===== src/rtl/instr_encoder.sv =====
// instr_encoder: streaming RV32I/Zicsr encoder, kind ordinal + operands -> 32-bit word with byte address
//   clk, rst_n (async, active low), clear (sync flush, rewinds address and error count)
//   in_valid/in_ready/in_kind/in_rd/in_rs1/in_rs2/in_imm/in_csr : request side, in_ready combinational
//   out_valid/out_ready/out_word/out_addr/out_err : encoded word side, fields stable while stalled
//   err_count : saturating count of erroneous words handed out
module instr_encoder #(
  parameter int unsigned       ADDR_W    = 32,
  parameter logic [ADDR_W-1:0] BASE_ADDR = '0
) (
  input  logic              clk,
  input  logic              rst_n,
  input  logic              clear,
  input  logic              in_valid,
  output logic              in_ready,
  input  logic [5:0]        in_kind,
  input  logic [4:0]        in_rd,
  input  logic [4:0]        in_rs1,
  input  logic [4:0]        in_rs2,
  input  logic [31:0]       in_imm,
  input  logic [11:0]       in_csr,
  output logic              out_valid,
  input  logic              out_ready,
  output logic [31:0]       out_word,
  output logic [ADDR_W-1:0] out_addr,
  output logic              out_err,
  output logic [15:0]       err_count
);
  typedef enum logic [2:0] {F_R, F_I, F_S, F_B, F_U, F_J, F_SYS} fmt_t;
  fmt_t fmt_d, fmt_q;
  logic [6:0] op_d, op_q;
  logic [2:0] f3_d, f3_q;
  logic b30_d, b30_q, bad_d, bad_q;
  logic [31:0] imm_d, imm_q, w, word_d, word_q;
  logic [4:0] rd_q, rs1_q, rs2_q;
  logic [5:0] t;
  logic s1_v_q, s2_v_q, s1_adv, s2_adv, err_q;
  logic i_ok, b_ok, j_ok;
  logic [ADDR_W-1:0] addr_q;
  logic [15:0] cnt_q;
  // Range checks as sign-extension tests: the bits above the field's sign bit must all match it.
  assign i_ok = &in_imm[31:11] | ~|in_imm[31:11];
  assign b_ok = &in_imm[31:12] | ~|in_imm[31:12];
  assign j_ok = &in_imm[31:20] | ~|in_imm[31:20];
  assign s2_adv = !s2_v_q || out_ready;
  assign s1_adv = !s1_v_q || s2_adv;
  assign in_ready = s1_adv && !clear;
  assign out_valid = s2_v_q;
  assign out_word = word_q;
  assign out_addr = addr_q;
  assign out_err = err_q;
  assign err_count = cnt_q;
  // Kind ordinals follow the decoder's instr_kind_t order; f3 is derived from the offset within each group.
  always_comb begin
    fmt_d = F_I;
    op_d = 7'b0010011;
    f3_d = 3'd0;
    b30_d = 1'b0;
    bad_d = 1'b0;
    imm_d = in_imm;
    t = 6'd0;
    case (in_kind) inside
      6'd0, 6'd1: begin
        fmt_d = F_U;
        op_d = in_kind[0] ? 7'b0010111 : 7'b0110111;
        bad_d = |in_imm[11:0];
      end
      6'd2: begin
        fmt_d = F_J;
        op_d = 7'b1101111;
        bad_d = in_imm[0] || !j_ok;
      end
      6'd3: begin
        op_d = 7'b1100111;
        bad_d = !i_ok;
      end
      [6'd4:6'd9]: begin
        t = in_kind - 6'd4;
        fmt_d = F_B;
        op_d = 7'b1100011;
        f3_d = (t < 6'd2) ? t[2:0] : t[2:0] + 3'd2;
        bad_d = in_imm[0] || !b_ok;
      end
      [6'd10:6'd14]: begin
        t = in_kind - 6'd10;
        op_d = 7'b0000011;
        f3_d = (t < 6'd3) ? t[2:0] : t[2:0] + 3'd1;
        bad_d = !i_ok;
      end
      [6'd15:6'd17]: begin
        t = in_kind - 6'd15;
        fmt_d = F_S;
        op_d = 7'b0100011;
        f3_d = t[2:0];
        bad_d = !i_ok;
      end
      [6'd18:6'd23]: begin
        t = in_kind - 6'd18;
        f3_d = (t == 6'd0) ? 3'd0 : (t < 6'd4) ? t[2:0] + 3'd1 : t[2:0] + 3'd2;
        bad_d = !i_ok;
      end
      [6'd24:6'd26]: begin
        f3_d = (in_kind == 6'd24) ? 3'd1 : 3'd5;
        b30_d = in_kind == 6'd26;
        bad_d = |in_imm[31:5];
      end
      [6'd27:6'd36]: begin
        t = in_kind - 6'd27;
        fmt_d = F_R;
        op_d = 7'b0110011;
        f3_d = (t < 6'd2) ? 3'd0 : (t < 6'd6) ? t[2:0] - 3'd1 : (t < 6'd8) ? 3'd5 : t[2:0] - 3'd2;
        b30_d = (t == 6'd1) || (t == 6'd7);
      end
      6'd37: op_d = 7'b0001111;
      6'd38: begin
        fmt_d = F_SYS;
        op_d = 7'b0001111;
        f3_d = 3'd1;
        imm_d = '0;
      end
      6'd39, 6'd40: begin
        fmt_d = F_SYS;
        op_d = 7'b1110011;
        imm_d = {31'd0, in_kind[0] == 1'b0};
      end
      [6'd41:6'd46]: begin
        t = in_kind - 6'd41;
        op_d = 7'b1110011;
        f3_d = (t < 6'd3) ? t[2:0] + 3'd1 : t[2:0] + 3'd2;
        imm_d = {20'd0, in_csr};
      end
      default: bad_d = 1'b1;
    endcase
  end
  // CSR and fixed system words reuse the I layout; SYS kinds zero the register fields.
  always_comb begin
    case (fmt_q)
      F_R: w = {1'b0, b30_q, 5'd0, rs2_q, rs1_q, f3_q, rd_q, op_q};
      F_I: w = {imm_q[11:0], rs1_q, f3_q, rd_q, op_q} | {1'b0, b30_q, 30'd0};
      F_S: w = {imm_q[11:5], rs2_q, rs1_q, f3_q, imm_q[4:0], op_q};
      F_B: w = {imm_q[12], imm_q[10:5], rs2_q, rs1_q, f3_q, imm_q[4:1], imm_q[11], op_q};
      F_U: w = {imm_q[31:12], rd_q, op_q};
      F_J: w = {imm_q[20], imm_q[10:1], imm_q[11], imm_q[19:12], rd_q, op_q};
      default: w = {imm_q[11:0], 5'd0, f3_q, 5'd0, op_q};
    endcase
  end
  assign word_d = bad_q ? 32'd0 : w;
  always_ff @(posedge clk or negedge rst_n) begin
    if (!rst_n) begin
      s1_v_q <= 1'b0;
      s2_v_q <= 1'b0;
      fmt_q <= F_I;
      op_q <= '0;
      f3_q <= '0;
      b30_q <= 1'b0;
      bad_q <= 1'b0;
      imm_q <= '0;
      rd_q <= '0;
      rs1_q <= '0;
      rs2_q <= '0;
      word_q <= '0;
      err_q <= 1'b0;
      addr_q <= BASE_ADDR;
      cnt_q <= '0;
    end else if (clear) begin
      s1_v_q <= 1'b0;
      s2_v_q <= 1'b0;
      addr_q <= BASE_ADDR;
      cnt_q <= '0;
    end else begin
      if (s1_adv) begin
        s1_v_q <= in_valid;
        fmt_q <= fmt_d;
        op_q <= op_d;
        f3_q <= f3_d;
        b30_q <= b30_d;
        bad_q <= bad_d;
        imm_q <= imm_d;
        rd_q <= in_rd;
        rs1_q <= in_rs1;
        rs2_q <= in_rs2;
      end
      if (s2_adv) s2_v_q <= s1_v_q;
      if (s2_adv && s1_v_q) begin
        word_q <= word_d;
        err_q <= bad_q;
      end
      if (s2_v_q && out_ready) begin
        addr_q <= addr_q + ADDR_W'(4);
        cnt_q <= cnt_q + {15'd0, err_q && (cnt_q != 16'hFFFF)};
      end
    end
  end
endmodule


===== config.mk =====
export PLATFORM = sky130hd
export DESIGN_NAME = instr_encoder
export DESIGN_NICKNAME = d
export VERILOG_FILES = /design/src/rtl/instr_encoder.sv
export SDC_FILE = /design/constraint.sdc
export NUM_CORES = 1
export LEC_CHECK = 0
export BUFFER_PORTS_ARGS = -buffer_cell sky130_fd_sc_hd__buf_4
export CORE_MARGIN = 4
export CORE_UTILIZATION = 35
export CTS_CLUSTER_DIAMETER = 60
export DETAILED_ROUTE_END_ITERATION = 10
export PLACE_DENSITY_LB_ADDON = 0.2
export RECOVER_POWER = 25
export SYNTH_ARGS = -nofsm -noshare
export SYNTH_HDL_FRONTEND = slang
export SYNTH_SLANG_ARGS = --single-unit

===== constraint.sdc =====
create_clock -name clk -period 3.26 [get_ports clk]
set_input_delay 0.978 -clock clk [delete_from_list [all_inputs] [get_ports clk]]
set_output_delay 0.978 -clock clk [all_outputs]
set_load 0.05 [all_outputs]

# Yosys cells after proc, flatten, opt, wreduce, memory -nomap -nowiden
# Cells that the tools add are included.
# totals
reg_bits,145
latchBits,0
ramBits,0
romBits,0
word_cells,211
n_memories,0
# classes
n_addsub,16
mul,0
div_mod_pow,0
n_lt_le_gt_ge,21
eq_ne,17
shift,0
muxes,93
n_bitwise,6
reduce_logical,43
# op_table
cell,count
2-to-1 mux 32 bit,16
case mux 32 bit (6 select lines),1
2-to-1 mux 3 bit,34
2-to-1 mux 7 bit,13
"adder 32 x 3 -> 32 bit, second input constant",1
2-to-1 mux 16 bit,2
OR 32 x 31 -> 32 bit,1
OR reduction 27 bit,1
2-to-1 mux 1 bit,26
"equality test 6 bit, second input constant",4
"< comparator 6 x 2 -> 1 bit, second input constant",4
OR reduction 12 bit,2
AND reduction 21 bit,1
OR reduction 21 bit,1
AND reduction 20 bit,1
OR reduction 20 bit,1
">= comparator 6 x 5 -> 1 bit, second input constant",3
"less-or-equal comparator 6 x 5 -> 1 bit, second input constant",3
adder 16 x 1 -> 16 bit,1
"!= test 16 bit, second input constant",1
"equality test 6 x 1 -> 1 bit, second input constant",2
"equality test 6 x 2 -> 1 bit, second input constant",2
"equality test 6 x 5 -> 1 bit, second input constant",2
">= comparator 6 x 4 -> 1 bit, second input constant",2
31 further kinds,71

# Logic depth before layout (Yosys ltp)
# depth
ltp_word,16
mapped_depth,12
depth_no_buf,11

# Worst setup path after synthesis
# OpenSTA, ideal clock, no wires.
# synth_path
path_kind,in2reg
start,input in_kind[0]
end,register f3_q[1]
setup_time_ps,123
t_arrival_ps,3162
slack_ps,-25
path_stages,12
n_path_buf,4
cell_sequence,buf_2 clkbuf_1 inv_1 ha_1 clkbuf_1 clkbuf_1 nor2_1 a211o_1 o211ai_1 o21ai_0 o21ai_0 o21ai_1
# synth_via
elab_chain_cells,16
word_cells_on_any_way,74
# synth_lines
element,line,text
"start, declared",15,"input logic [5:0] in_kind,"
subtractor 6 bit,126,t = in_kind - 6'd41;
< comparator 6 x 2 -> 1 bit (tied with other cells),128,f3_d = (t < 6'd3) ? t[2:0] + 3'd1 : t[2:0] + 3'd2;
2-to-1 mux 3 bit,128,
2-to-1 mux 3 bit (12 in a row),61,case (in_kind) inside
2-to-1 mux 3 bit (*),61,
"end signal, assigned",153,f3_q <= '0;
"end signal, assigned",174,f3_q <= f3_d;
"end, declared",31,"logic [2:0] f3_d, f3_q;"
# Mark *: on every way between the ends. The rest lies on a longest branch, timed or not.
# A chain may end at the register's enable or synchronous reset.

# Final worst setup path
# layout_path
start,input out_ready
end,output in_ready
# layout_via
elab_chain_cells,3
# layout_lines
element,line,text
"start, declared",22,"input logic out_ready,"
logical OR 1 bit,44,assign s2_adv = !s2_v_q || out_ready;
logical OR 1 bit,45,assign s1_adv = !s1_v_q || s2_adv;
logical AND 1 bit,46,assign in_ready = s1_adv && !clear;
"end, declared",14,"output logic in_ready,"
# Every way passes these cells.

==> impl_metrics.toml <==
[timing]
post-route-period-util_pct = 88.5
rsz0062_at_grt = "false"
relSlewSlack_pct = -11.7
hold_viol = 0
fin_setup_tns_ns = 0
finalSetupViolCount = 0
layout_setup_ws_ns = 0.374
period_needed_ns = 2.89
clock.fmax_ghz = 0.346
slew_viol_final = 67
worst_pin_slew_ns = 1.68
finClkSkew_ns = 0.00931

[cells_and_area]
area_delta_synth_final_pct = 26.4
layout_commonest_cell = "buf_4"
antenna_cells = 0
layout_common_cells = "buf_4 (197), nand2_1 (147), dfrtp_1 (140)"
drive_gt1_share_pct = 24.4
final_util_pct = 45.0
stdcell_count = 1363
fill_cells = 2250
nets = 1147

[critical_path]
critPathTopFamily = "buffers and inverters"
max_stage_delay_ns = 0.26
worstPathRequired_ns = 2.28
start_kind = "input pin"
crit_cells = 5
critical_path_class = "input pin to primary output"
cp_max_fo = 4
cp_slowest_cell = "nor2b_1"
r2r_cells = 11
crit_chain = "clkbuf_1 -> nor2b_1 -> a21o_2 -> inv_1 -> buf_4"
end_kind = "primary output"
worst-path-buf-inv = 3
critPathArrivalTime_ns = 1.91

[flow_run]
maxCapViolCount = 1

[yosys]
syn_area_um2 = 8050
synth_cell_types = 86
syn-mean-instance-area_um2 = 8.91
ys_warn_count = 0
synth_fa_ha_area_share_pct = 1.86
synth_ff_type = "dfrtp_1"
synth_top_family_by_area = "simple AND/OR/NAND/NOR gates"
synth_xor_area_share_pct = 4.68
postSynth.asyncResetShare_pct = 100
synth-seq-cells = 141
synthCells = 904
muxShareOfSynthArea_pct = 2.42
synth_edf_count = 0
synth-seq-area-share_pct = 43.8
synthSimpleGateAreaFrac_pct = 24.3
synth_compound_area_share_pct = 18.2

[placed_design]
dp_hpwl_um = 18500
placed_cells = 1331
gp_congestion = 0.905
preCtsSetupSlack_ns = 0.124
io_buffers = 150

[clocking]
clkSlewWorstSetupHoldPaths_ns = 0.06
cts_tree = "built"
clock_path_buffers = 2
cts_hold_buf = 0
cts_buffers = 17
cts_root_buf = "clkbuf_16"
post_cts_buffers = 0
htree_levels = 4
clkLatencyLatePin_ns = 0.42
clock-sinks = 141
cts_resized = 0

[pwr]
powerDensity_nw_per_um2 = 484
p_total_w = 0.00493
clkPwrFrac_pct = 36.9
leakagePower_nw = 4.60
p_sw_share_pct = 32.1
vdd_drop_max_mv = 0.356
combPwrFrac_pct = 21.9
power.switching_w = 0.00158
internal_power_w = 0.00335
seq_power_share_pct = 41.2

[floorplan]
ios = 153
dieArea_um2 = 25500
die_w_um = 160
core_area_um2 = 22600
initial_core_util_pct = 35.6
fp.dieH_um = 160
fp-row-count = 55

[global_route]
grt_usage_pct = 19.4
grt_overflow = 0
grt_pass1_vias = 7260
grt_pass1_wl_um = 39900
antenna_found_initial = 0
grt_max_degree = 67

[detailed_routing]
antenna_left = 0
wirelength_um = 24500
drt_iter0_drc = 523
vias = 7268
firstDrtPassIters = 5
avgRoutedWirePerCell_um = 18.0
vias_per_cell = 5.33
drc = 0

[min_path]
holdPathStages = 2
min_path_type = "register to register"

[run_status]
violations = "capacitance limit, slew limit"
status = "complete, but fails checks"
cells in the mapped netlist (all sizes together), types with 5 or more instances:
master,number,area share [%]
a21o,5,0.47
a21oi,56,3.5
a221o,6,0.75
a22o,25,2.7
a22oi,5,0.47
a31oi,5,0.47
and2,8,0.62
and3,11,0.85
and4,5,0.57
buf,31,2.5
clkbuf,30,1.4
dfrtp,140,43
ha,12,1.9
inv,14,0.65
mux2i,15,1.9
nand2,149,7.0
nand2b,15,1.2
nand3,24,1.5
nand3b,6,0.56
nand4,16,1.2
nor2,82,3.9
nor2b,23,1.8
nor3,21,1.8
nor4,11,1.1
o21ai,71,4.5
o2bb2ai,6,0.65
o41ai,5,0.64
or3,8,0.62
xnor2,20,2.2
xor2,23,2.5
sequential cells by signal, summed over array words and instances, names as in the netlist:
name	count
b30_q	1
bad_q	1
err_count	16
f3_q	3
fmt_q	3
imm_q	32
op_q	6
out_addr	30
out_err	1
out_valid	1
out_word	31
rd_q	5
rs1_q	5
rs2_q	5
s1_v_q	1
cells by family after synthesis:
kind of cell,after synthesis
AOI/OAI and AO/OA,221
xor gates and xnor gates,43
adders and majority gates,12
buffers and inverters,75
DFF,141
muxes,19
other,1
and+or+nand+nor,392
per-stage QoR:
stage / cell area [µm²] / hold slack, ns
6_report: 10200 / 0.467
5_1_grt: 10200 / 0.492
4_1_cts: 10200 / 0.470
3_5_place_dp: 9660 / 0.454
3_3_place_gp: 9660 / 0.453
2_1_floorplan: 8060 / 0.436
final timing paths:
| check | from | to | slack, ns |
|---|---|---|---|
| worst max register to register | err_count[4]$_DFFE_PN0N_ | err_count[10]$_DFFE_PN0N_ | 0.53 |
| max in group asynchronous | rst_n | imm_q[2]$_DFFE_PN0P_ | 0.67 |
| worst min-delay path | rd_q[0]$_DFFE_PN0P_ | rd_q[0]$_DFFE_PN0P_ | 0.47 |
| worst max-delay path | out_ready | in_ready | 0.37 |
| min in group asynchronous | rst_n | out_addr[16]$_DFFE_PN0N_ | 0.98 |
| worst min register to register | rd_q[0]$_DFFE_PN0P_ | rd_q[0]$_DFFE_PN0P_ | 0.47 |
metal layers:
| layer | vias to the layer above | share of wire (%) | track usage [%] |
|---|---|---|---|
| li1 | 3517 | - | - |
| met1 | 3552 | 44 | 25.0 |
| met2 | 178 | 50 | 33.1 |
| met3 | 21 | 4.1 | 4.05 |
| met4 | 0 | 1.2 | 5.09 |
| met5 | - | 0 | 0 |
area by class of cell:
cell class                      instances  area (µm²)  share of cell area [%]
Clock buffer                           19         433                    4.25
Clock inverter                         13         118                    1.16
Inverter                               14        52.6                   0.516
Multi-Input combinational cell        689        4160                    40.9
Sequential cell                       141        3530                    34.7
Tap cell                              285         357                    3.50
Timing Repair Buffer                  202        1530                    15.1
worst min-delay path: cells and delay by family, from the launching register on:
| family | cells | cell delay, ns |
|---|---|---|
| and+or+nand+nor | 2 | 0.10 |
| DFF | 1 | 0.33 |
power by group through the flow:
stage	clock, W	sequential [W]	combinational (W)
after floorplan	0	0.00224	0.000472
after global placement	0	0.00206	0.00109
after detailed placement	0	0.00206	0.00110
after CTS	0.00186	0.00203	0.00110
after global routing	0.00193	0.00205	0.00118
final	0.00182	0.00203	0.00108
Power figures use the tool's default switching activity.
